### src/rtl/data_mem_ctrl_pkg.sv
// data_mem_ctrl_pkg
// Shared definitions for the data memory controller:
//   - state_t     : controller FSM states (IDLE, REQ, DONE)
//   - DEF_ADDR_W  : default byte-address width
//   - DEF_DATA_W  : default data word width
//   - DEF_TIMEOUT : default number of REQ cycles allowed before giving up on mem_ack
package data_mem_ctrl_pkg;

    localparam int DEF_ADDR_W  = 8;
    localparam int DEF_DATA_W  = 32;
    localparam int DEF_TIMEOUT = 16;

    typedef enum logic [1:0] {
        IDLE = 2'd0,
        REQ  = 2'd1,
        DONE = 2'd2
    } state_t;

endpackage

### src/rtl/mem_wait_timer.sv
// mem_wait_timer
// Counts the cycles spent waiting for the external memory to acknowledge.
// Ports:
//   clk     in  : clock, rising edge
//   rst_n   in  : asynchronous active-low reset
//   clear   in  : synchronous clear, has priority over enable
//   enable  in  : advance the count by one this cycle
//   expired out : count has reached TIMEOUT-1 (the last permitted wait cycle)
module mem_wait_timer
    import data_mem_ctrl_pkg::*;
#(
    parameter int TIMEOUT = DEF_TIMEOUT
) (
    input  logic clk,
    input  logic rst_n,
    input  logic clear,
    input  logic enable,
    output logic expired
);

    localparam int CNT_W = (TIMEOUT > 1) ? $clog2(TIMEOUT) : 1;
    localparam logic [CNT_W-1:0] LAST = CNT_W'(TIMEOUT - 1);

    logic [CNT_W-1:0] count;

    // The count saturates at LAST so it can never wrap back to an
    // unexpired value while the controller is still sitting in REQ.
    always_ff @(posedge clk or negedge rst_n) begin
        if (!rst_n) begin
            count <= '0;
        end else if (clear) begin
            count <= '0;
        end else if (enable && !expired) begin
            count <= count + CNT_W'(1);
        end
    end

    assign expired = (count == LAST);

endmodule

### src/rtl/data_mem_ctrl.sv
// data_mem_ctrl
// Bridges the datapath load/store request to a handshaked, word-addressed
// external memory. Aligned accesses stall the datapath until the memory
// acknowledges (or the wait times out); misaligned accesses are rejected.
// Ports:
//   clk, rst_n   in  : clock (rising edge), asynchronous active-low reset
//   MemRead      in  : load request (level)
//   MemWrite     in  : store request (level), wins over MemRead
//   DataAddress  in  : byte address [ADDR_W]
//   DataToRam    in  : store data [DATA_W]
//   DataFromRam  out : load data, valid in DONE [DATA_W]
//   stall        out : hold PC and writeback this cycle
//   mem_req      out : external request, high for the whole REQ state
//   mem_we       out : external write enable
//   mem_addr     out : word address [ADDR_W-2]
//   mem_wdata    out : external write data [DATA_W]
//   mem_rdata    in  : external read data, sampled with mem_ack [DATA_W]
//   mem_ack      in  : one-cycle completion pulse
//   err_misalign out : pulse on a misaligned access
//   err_timeout  out : sticky, set when mem_ack never arrives
module data_mem_ctrl
    import data_mem_ctrl_pkg::*;
#(
    parameter int ADDR_W  = DEF_ADDR_W,
    parameter int DATA_W  = DEF_DATA_W,
    parameter int TIMEOUT = DEF_TIMEOUT
) (
    input  logic              clk,
    input  logic              rst_n,
    input  logic              MemRead,
    input  logic              MemWrite,
    input  logic [ADDR_W-1:0] DataAddress,
    input  logic [DATA_W-1:0] DataToRam,
    output logic [DATA_W-1:0] DataFromRam,
    output logic              stall,
    output logic              mem_req,
    output logic              mem_we,
    output logic [ADDR_W-3:0] mem_addr,
    output logic [DATA_W-1:0] mem_wdata,
    input  logic [DATA_W-1:0] mem_rdata,
    input  logic              mem_ack,
    output logic              err_misalign,
    output logic              err_timeout
);

    state_t state;
    state_t state_next;

    logic              access;
    logic              aligned;
    logic              start;
    logic              expired;
    logic              we_q;
    logic [ADDR_W-3:0] addr_q;
    logic [DATA_W-1:0] wdata_q;
    logic [DATA_W-1:0] rdata_q;
    logic              timeout_q;

    assign access  = MemRead | MemWrite;
    assign aligned = (DataAddress[1:0] == 2'b00);

    always_ff @(posedge clk or negedge rst_n) begin
        if (!rst_n) begin
            state <= IDLE;
        end else begin
            state <= state_next;
        end
    end

    // mem_req is decoded from the state register, so an asynchronous reset
    // during REQ removes the request immediately.
    // err_misalign is qualified with rst_n so it stays low while reset is held.
    always_comb begin
        state_next   = state;
        stall        = 1'b0;
        mem_req      = 1'b0;
        start        = 1'b0;
        err_misalign = 1'b0;
        DataFromRam  = rdata_q;
        unique case (state)
            IDLE: begin
                if (access) begin
                    if (aligned) begin
                        stall      = 1'b1;
                        start      = 1'b1;
                        state_next = REQ;
                    end else begin
                        err_misalign = rst_n;
                        DataFromRam  = '0;
                    end
                end
            end
            REQ: begin
                stall   = 1'b1;
                mem_req = 1'b1;
                if (mem_ack || expired) begin
                    state_next = DONE;
                end
            end
            DONE: begin
                state_next = IDLE;
            end
            default: begin
                state_next = IDLE;
            end
        endcase
    end

    // Capture the access on acceptance so the external bus stays stable even
    // if the datapath changes its inputs while stalled. A simultaneous
    // read+write request is recorded as a write.
    always_ff @(posedge clk or negedge rst_n) begin
        if (!rst_n) begin
            we_q    <= 1'b0;
            addr_q  <= '0;
            wdata_q <= '0;
        end else if (start) begin
            we_q    <= MemWrite;
            addr_q  <= DataAddress[ADDR_W-1:2];
            wdata_q <= DataToRam;
        end
    end

    // Ack is tested before expiry, so an ack on the final wait cycle still
    // completes cleanly. A timeout zeroes the read register so a failed load
    // never returns stale data.
    always_ff @(posedge clk or negedge rst_n) begin
        if (!rst_n) begin
            rdata_q   <= '0;
            timeout_q <= 1'b0;
        end else if (state == REQ) begin
            if (mem_ack) begin
                if (!we_q) begin
                    rdata_q <= mem_rdata;
                end
            end else if (expired) begin
                rdata_q   <= '0;
                timeout_q <= 1'b1;
            end
        end
    end

    mem_wait_timer #(
        .TIMEOUT(TIMEOUT)
    ) u_wait_timer (
        .clk    (clk),
        .rst_n  (rst_n),
        .clear  (state != REQ),
        .enable (state == REQ),
        .expired(expired)
    );

    assign mem_we      = we_q;
    assign mem_addr    = addr_q;
    assign mem_wdata   = wdata_q;
    assign err_timeout = timeout_q;

endmodule

### config.mk
export PLATFORM = sky130hd
export DESIGN_NAME = data_mem_ctrl
export DESIGN_NICKNAME = d
export VERILOG_FILES = /design/src/rtl/data_mem_ctrl_pkg.sv /design/src/rtl/mem_wait_timer.sv /design/src/rtl/data_mem_ctrl.sv
export SDC_FILE = /design/constraint.sdc
export NUM_CORES = 1
export LEC_CHECK = 0
export CAP_MARGIN = 30
export CORE_MARGIN = 2
export CORE_UTILIZATION = 30
export DETAILED_ROUTE_END_ITERATION = 10
export GPL_ROUTABILITY_DRIVEN = 1
export PLACE_DENSITY = 0.59
export SLEW_MARGIN = 15
export SYNTH_ARGS = -nofsm -noshare
export SYNTH_HDL_FRONTEND = slang
export SYNTH_SLANG_ARGS = --single-unit
### constraint.sdc
create_clock -name clk -period 1.9 [get_ports clk]
set_clock_uncertainty 0.15 [all_clocks]
set_input_delay 0.285 -clock clk [delete_from_list [all_inputs] [get_ports clk]]
set_output_delay 0.285 -clock clk [all_outputs]
set_load 0.01 [all_outputs]
Word level (Yosys, flattened, before mapping)

Cells that the tools add are included.

Add/sub/neg operators: 1
Equal/unequal tests: 7
Muxes and demuxes: 20
Bitwise logic cells: 2
Reductions and logical operators: 10

Operators with widths:

| operator                                       | count |
|---|---|
| 2-to-1 mux 32 bit                              | 6 |
| AND reduction 3 bit                            | 3 |
| 2-to-1 mux 4 bit                               | 2 |
| != test 2 bit (second input constant)          | 4 |
| 2-to-1 mux 1 bit                               | 7 |
| 2-to-1 mux 2 bit                               | 3 |
| adder 4 x 1 -> 4 bit (second input constant)   | 1 |
| == test 4 bit (second input constant)          | 1 |
| zero test 2 bit                                | 2 |
| case mux 2 bit (2 select lines)                | 1 |
| nonzero test 2 bit                             | 2 |
| == test 2 x 1 -> 1 bit (second input constant) | 1 |
| != test 2 x 1 -> 1 bit (second input constant) | 1 |
| case mux 1 bit (2 select lines)                | 1 |
| logical AND 1 bit                              | 1 |
| zero test 1 bit                                | 1 |
| logical OR 1 bit                               | 1 |
| inverter 1 bit                                 | 1 |
| bitwise OR 1 bit                               | 1 |

Flip-flop bits (word level): 78
Bits of input ports: 77
Output and inout port bits: 75
Word-level logic and storage cells: 47

Longest topological paths before layout

Gate-level depths: netlist of the first run.

Word-level depth: 5
Gate-level depth with buffers: 6
Mapped depth without buffers: 4

By module

A second synthesis of the first run with hierarchy kept.

Cell total of the unflattened synthesis: 226
Area, all modules: 3235.6 µm²

Modules (own cells, without submodules):

| module         | times used | cells each | area an instance (µm²) | seq. area each (µm²) |
|---|---|---|---|---|
| data_mem_ctrl  | 1          | 206        | 3006.6                 | 1851.8 |
| mem_wait_timer | 1          | 20         | 229.0                  | 100.1 |

Least setup slack after synthesis of the first run

OpenSTA, ideal clock, no wires.

Path kind: reg-to-output
From: reg state[1]
To: out err_misalign
Data arrival time: 1.487 ns
Data required time: 1.465 ns
Setup slack: -0.022 ns
Stages on the path, launching flop included: 4
Path buffers: 1
Cells stage by stage: dfrtp_1 nor4_1 clkbuf_1 and2_1

Cells in the longest elaborated chain, start to end: 2

RTL lines:

| what                   | RTL line            | text |
|---|---|---|
| start, declared        | data_mem_ctrl.sv:46 | `state_t state;` |
| start signal, assigned | data_mem_ctrl.sv:66 | `state <= state_next;` |
| zero test 2 bit        | data_mem_ctrl.sv:80 | `unique case (state)` |
| 2-to-1 mux 1 bit       | data_mem_ctrl.sv:80 |  |
| end, declared          | data_mem_ctrl.sv:42 | `output logic err_misalign,` |

No other way between the ends.

Worst setup path in the final report of the first run

From: reg state[0]
To: out DataFromRam[13]

Cells in the longest elaborated chain, start to end: 2

RTL lines:

| what              | RTL line            | text |
|---|---|---|
| zero test 2 bit   | data_mem_ctrl.sv:80 |  |
| 2-to-1 mux 32 bit | data_mem_ctrl.sv:80 |  |
| end, declared     | data_mem_ctrl.sv:34 | `output logic [DATA_W-1:0] DataFromRam,` |

No other way between the ends.

==> results of run 1 <==
-- what timing repair did --
item | CTS | global route
endpoints found under the hold margin | 33 | 0
pin swaps | 4 | 2
buffers inserted | 18 | 3
hold buffers | 1 | 0
setup endpoints to repair | 74 | 89
gates cloned | 5 | 3
resized for setup | 160 | 39
-- synth_stat cells (all sizes together) (2+ instances only) --
| cell | count | area [µm²] |
|---|---|---|
| dfrtp | 78 | 1950 |
| a22o | 55 | 482 |
| mux2 | 39 | 586 |
| nor2b | 32 | 200 |
| clkbuf | 16 | 60.1 |
| nand2 | 11 | 41.3 |
| nand2b | 11 | 68.8 |
| o21ai | 11 | 55.1 |
| buf | 8 | 65.1 |
| inv | 5 | 18.8 |
| nor2 | 4 | 17.5 |
| a31oi | 3 | 18.8 |
| nand3 | 2 | 10.0 |
| nor3b | 2 | 15.0 |
-- sequential cells by signal (all words and copies together), names as in the netlist --
name                count
mem_wdata              32
u_wait_timer.count      4
state                   2
err_timeout             1
rdata_q                32
mem_we                  1
mem_addr                6
-- final cells by class --
type	count	share of cell area (%)
multi-input combinational	179	27.8
tap	147	3.05
sequential	78	32.3
clock buffer	11	4.19
timing repair buffer	191	31.4
inverter	5	0.311
clock inverter	5	0.953
-- final timing paths --
path,cells after the start,from,endpoint,slack (ns)
max in group asynchronous,4,rst_n,rdata_q[1],0.59
worst max-delay path,6,state[0],DataFromRam[13],-0.19
worst min register to register,2,err_timeout,err_timeout,0.31
worst min-delay path,2,err_timeout,err_timeout,0.31
worst max register to register,5,state[0],mem_wdata[18],-0.13
min in group asynchronous,3,rst_n,state[0],0.44
-- per-stage QoR --
stage	worst slack, ns	setup TNS [ns]	utilization, %	instance area, µm²
after floorplan	0.111	0	-	3670
after detailed placement	-0.577	-39.33	45.3	5420
after global routing	-0.270	-11.34	50.5	6040
after CTS	-0.287	-10.98	49.4	5910
final	-0.187	-8.18	50.5	6040
after global placement	-0.558	-38.63	45.1	5390
-- metal layers --
layer,vias to the layer above,GRT usage [%],part of all wire [%]
li1,1379,-,-
met3,17,3.86,8.2
met2,138,27.3,46
met4,2,6.83,2.6
met1,1418,21.0,43
met5,-,0,0.045
-- worst max-delay path, delay by kind of cell, from the launching register on --
family	cells	cell delay, ns
simple gates	2	0.36
flops	1	0.41
buf+inv	4	0.55
-- power groups by stage --
stage	clock network [µW]	registers (µW)	logic, µW
after CTS	1810	2670	3050
after detailed placement	0	2670	3120
after floorplan	0	2690	1530
after global placement	0	2680	3070
after global routing	1880	2770	3450
final	1770	2690	3210
-- cells by family after synthesis --
| logic type | share of synthesized area (%) |
|---|---|
| xor+xnor | 0.239 |
| compound gates | 15.5 |
| buf+inv | 3.93 |
| simple gates | 10.4 |
| fa+ha+maj | 0.342 |
| flops | 53.3 |
| mux | 16.3 |
==> summary.md, run 1 <==
| Metric | Value |
|---|---|
| CTS tree | yes |
| Post-Syn Instances | 286 |
| Netlist cell types | 25 |
| Worst-case clock buffer depth | 2 |
| PwrDens | 1270 nW/µm² |
| CP peak stage delay | 0.41 ns |
| Largest net degree at the start of global routing | 46 |
| Count of final setup violators | 65 |
| Commonest non-fill, non-tap cell in the layout | clkdlybuf4s50_1 |
| Average size of a mapped cell | 12.8 µm² |
| Power Total | 7660 µW |
| IO Count | 152 |
| Maxcap violations | 0 |
| Routed Antenna Nets | 0 |
| Crit share post-route | 110% |
| Vias | 2,954 |
| Syn-to-layout area delta | 64.9% |
| Pleak | 0.00279 µW |
| Max FO, Critical Path | 6 |
| Post-Route WL | 11.0 mm |
| Share of cells above drive strength 1 | 31.8% |
| RSZ-0062 raised after global routing | true |
| Crit. End Element | output pin |
| WL per Instance | 17.8 µm |
| Syn Nets | 364 |
| Register area share after synthesis | 53.3% |
| Clock Pin Slew Worst Setup and Hold Paths | 0.06 ns |
| Core Region | 12,000 µm² |
| Slew HR | 69.3% |
| Clock sinks | 78 |
| Failing checks | negative setup slack |
| Synthesized flop and latch total | 78 |
| Port Buffer Count | 151 |
| Chip width | 114 µm |
| Antenna violations before repair | 0 |
| NetSw | 2280 µW |
| Worst path required time | 1.46 ns |
| Antenna cells | 0 |
| # H-tree levels | 3 |
| Row cnt | 40 |
| Peak Freq | 479 MHz |
| Worst EP arrival | 1.65 ns |
| Most frequent cells in the layout | 111 x clkdlybuf4s50_1, 78 x dfrtp_1, 55 x a22o_1 |
| Final nets | 542 |
| Worst-Margin Slew | 0.460 ns |
| GR Util All Layers | 16.6% |
| Register area | 1950 µm² |
| Die Y | 114 µm |
| Internal | 5390 µW |
| Main flop type after synthesis | dfrtp_1 |
| Via density | 4.80 |
| Fin cells | 616 |
| Crit Path Class | reg -> out |
| Clock Latency Late Sink | 0.34 ns |
| Sw Share | 29.7% |
| Die area | 13,100 µm² |
| Maximum vdd drop | 0.493 mV |
| Clock power share | 23.1% |
| Crit path max-delay cell type | dfrtp_1 |
| Synthesized area | 3660 µm² |
| Drt drc | 0 |
| Area of the multi-input gates | 1680 µm² |
| Total gr overflow | 0 |
| Hold Vio Cnt, Final | 0 |
| Outcome | finished with violations |
| DR pass1 iterations | 4 |
| Hold WS | 0.315 ns |
| First-pass GRT wire length | 16.5 mm |
| PnR worst setup slack | -0.187 ns |
| Tmin final | 2.09 ns |
| Initial core utilization | 30.6% |
| Post-synth EDFFs | 0 |
| Placed cell count | 575 |
| CTS buffer count | 9 |
| Critical-path cell list | nor4_4, buf_4, buf_8, buf_6, nor2b_1, buf_2 |
| Hold Path Class | reg -> reg |
| Final Wtd Congestion | 0.717 |
| Number of global-route vias before repair | 2,993 |
| Crit start category | flip-flop |
| YS warnings | 0 |
| Flop pwr share | 35.1% |
| 1st-iter DRT viols | 157 |
| Fin. max-slew vios | 0 |
| Root buf cell | clkbuf_16 |
| Layout fillers | 1,099 |
| Async SR Flop Fraction | 100% |
| Logic pwr share | 41.8% |
| DP Wirelength | 6.68 mm |
(Power assumes the default switching activity.)
==> inputs of run 2 (changes only) <==
--- a/config.mk
+++ b/config.mk
@@ -5,12 +5,12 @@
 export SDC_FILE = /design/constraint.sdc
 export NUM_CORES = 1
 export LEC_CHECK = 0
-export CAP_MARGIN = 30
+export CAP_MARGIN = 10
 export CORE_MARGIN = 2
-export CORE_UTILIZATION = 30
+export CORE_UTILIZATION = 39
 export DETAILED_ROUTE_END_ITERATION = 10
 export GPL_ROUTABILITY_DRIVEN = 1
-export PLACE_DENSITY = 0.59
+export PLACE_DENSITY = 0.74
 export SLEW_MARGIN = 15
 export SYNTH_ARGS = -nofsm -noshare
 export SYNTH_HDL_FRONTEND = slang
==> summary.md, run 2 (synthesis gave the netlist of run 1 again) <==
| Metric | Value |
|---|---|
| Crit. End Element | output pin |
| Worst reg2reg path startpoint | state[0] |
| Critical-path cell list | nor4_4, buf_4, buf_6, buf_8, buf_6, nor2b_1, buf_2 |
| Worst path required time | 1.46 ns |
| Drt drc | 0 |
| Final Wtd Congestion | 0.743 |
| Antenna cells | 0 |
| Crit path max-delay cell type | dfrtp_2 |
| Worst-case clock buffer depth | 2 |
| Pleak | 0.00275 µW |
| Failing checks | negative setup slack |
| Chip width | 101 µm |
| Number of global-route vias before repair | 2,849 |
| Root buf cell | clkbuf_8 |
| Final nets | 537 |
| Critical path buffers and inverters | 5 |
| Peak Freq | 469 MHz |
| Slew HR | 34.3% |
| Power Total | 7390 µW |
| Crit Path Class | reg -> out |
| Count of final setup violators | 72 |
| DP Wirelength | 6.05 mm |
| Post-Route WL | 9.92 mm |
| Vias | 2,941 |
| Share of cells above drive strength 1 | 31.3% |
| Crit start category | flip-flop |
| Routed Antenna Nets | 0 |
| GR Util All Layers | 19.2% |
| PnR worst setup slack | -0.232 ns |
| Clock sinks | 78 |
| First-pass GRT wire length | 15.1 mm |
| Register area | 1950 µm² |
| Die Y | 101 µm |
| Worst-Margin Slew | 0.986 ns |
| Hold Path Class | in -> async |
| Maxcap violations | 0 |
| DR pass1 iterations | 4 |
| Row cnt | 35 |
| Met2 usage | 28.8% |
| Met1 global-route usage | 27.1% |
| Clock Latency Late Sink | 0.34 ns |
| FF-to-FF path depth | 5 |
| Worst EP arrival | 1.70 ns |
| Hold WS | 0.0286 ns |
| Core Region | 9150 µm² |
| GR Util met3 | 5.62% |
| RR Endpoint | mem_wdata[16] |
| Worst path top cell family by delay | buffers and inverters |
| FF-to-FF setup slack | -0.16 ns |
| CP peak stage delay | 0.44 ns |
| Tmin final | 2.13 ns |
| Initial core utilization | 40.0% |
| Commonest non-fill, non-tap cell in the layout | clkdlybuf4s50_1 |
| Most frequent CP cell | buf_6 |
| Area of the multi-input gates | 1690 µm² |
| Via density | 5.11 |
| # H-tree levels | 3 |
| PwrDens | 1250 nW/µm² |
| WL per Instance | 17.3 µm |
| Antenna violations before repair | 0 |
| Syn-to-layout area delta | 61.7% |
| Max FO, Critical Path | 5 |
| Outcome | finished with violations |
| Port Buffer Count | 151 |
| IO Count | 152 |
| CTS buffer count | 9 |
| Most frequent cells in the layout | 111 x clkdlybuf4s50_1, 77 x dfrtp_1, 55 x a22o_1 |
| Largest net degree at the start of global routing | 79 |
| Maximum vdd drop | 0.689 mV |
| Final Util | 64.7% |
| Grt peak-use layer | met2 |
| Hold Vio Cnt, Final | 0 |
| Total gr overflow | 0 |
| RSZ-0062 raised after global routing | true |
| Clock Pin Slew Worst Setup and Hold Paths | 0.08 ns |
| Setup TNS | -8.82 ns |
| Layout fillers | 712 |
| 1st-iter DRT viols | 85 |
| Fin. max-slew vios | 0 |
| Crit share post-route | 112% |
| Die area | 10,200 µm² |
| CTS tree | yes |
-- run 2: cell count changes in the layout (fill, tap and decap cells not counted), moves of 2 or more --
cell,before,now
nor2b_4,9,11
buf_2,24,22
clkbuf_16,11,1
buf_16,2,5
buf_4,19,17
dlymetal6s2s_1,2,0
nor2b_2,2,4
buf_6,22,17
dlygate4sd2_1,2,4
bufinv_16,1,3
clkbuf_8,2,9
nor2b_1,21,17
-- run 2: final cells by class --
class	instances	share of cell area [%]
flip-flops and latches	78	33.0
clock inverters	6	1.86
multi-input cells	179	28.5
well taps	111	2.35
repair buffers	186	31.8
inverters	5	0.317
clock buffers	10	2.16
-- run 2: through the flow --
stage | worst slack [ns] | instance area (µm²) | instances
floorplan | 0.111 | 3670 | 286
global placement | -0.522 | 5330 | 537
detailed placement | -0.538 | 5330 | 537
CTS | -0.250 | 5740 | 572
global route | -0.311 | 5920 | 575
finish | -0.232 | 5920 | 575
-- run 2: worst max-delay path by stage --
stage	start	end	slack [ns]	cells after the start
after floorplan	u_wait_timer.count[0]	rdata_q[0]	0.11	6
after CTS	state[0]	DataFromRam[13]	-0.25	6
final	state[1]	DataFromRam[7]	-0.23	7
after global placement	DataAddress[1]	mem_wdata[4]	-0.52	5
after detailed placement	DataAddress[1]	mem_wdata[12]	-0.54	5
after global routing	state[1]	DataFromRam[11]	-0.31	7
-- run 2: power breakdown --
part | internal (µW) | switching (µW)
Sequential | 2250 | 445
Combinational | 2080 | 1140
Clock | 871 | 595
-- run 2: worst reg2reg max path: cells and delay by family, from the launching register on --
kind / cells / cell delay [ns]
muxes: 1 / 0.29
DFF: 1 / 0.43
and+or+nand+nor: 1 / 0.62
buffers and inverters: 3 / 0.46
-- run 2: what timing repair did --
item,4_1_cts,5_1_grt
hold buffers,0,0
buffers inserted,12,3
cloned,7,2
resized for setup,159,39
endpoints found under the setup margin,74,73
pin swaps,4,2
-- run 2: metal layers --
layer  vias to the layer above  wire length [µm]  share of wire [%]
li1                       1364                 -                  -
met1                      1431              4450                 45
met4                         0               156                1.6
met5                         -                 0                  0
met2                       131              4520                 46
met3                        15               799                8.1
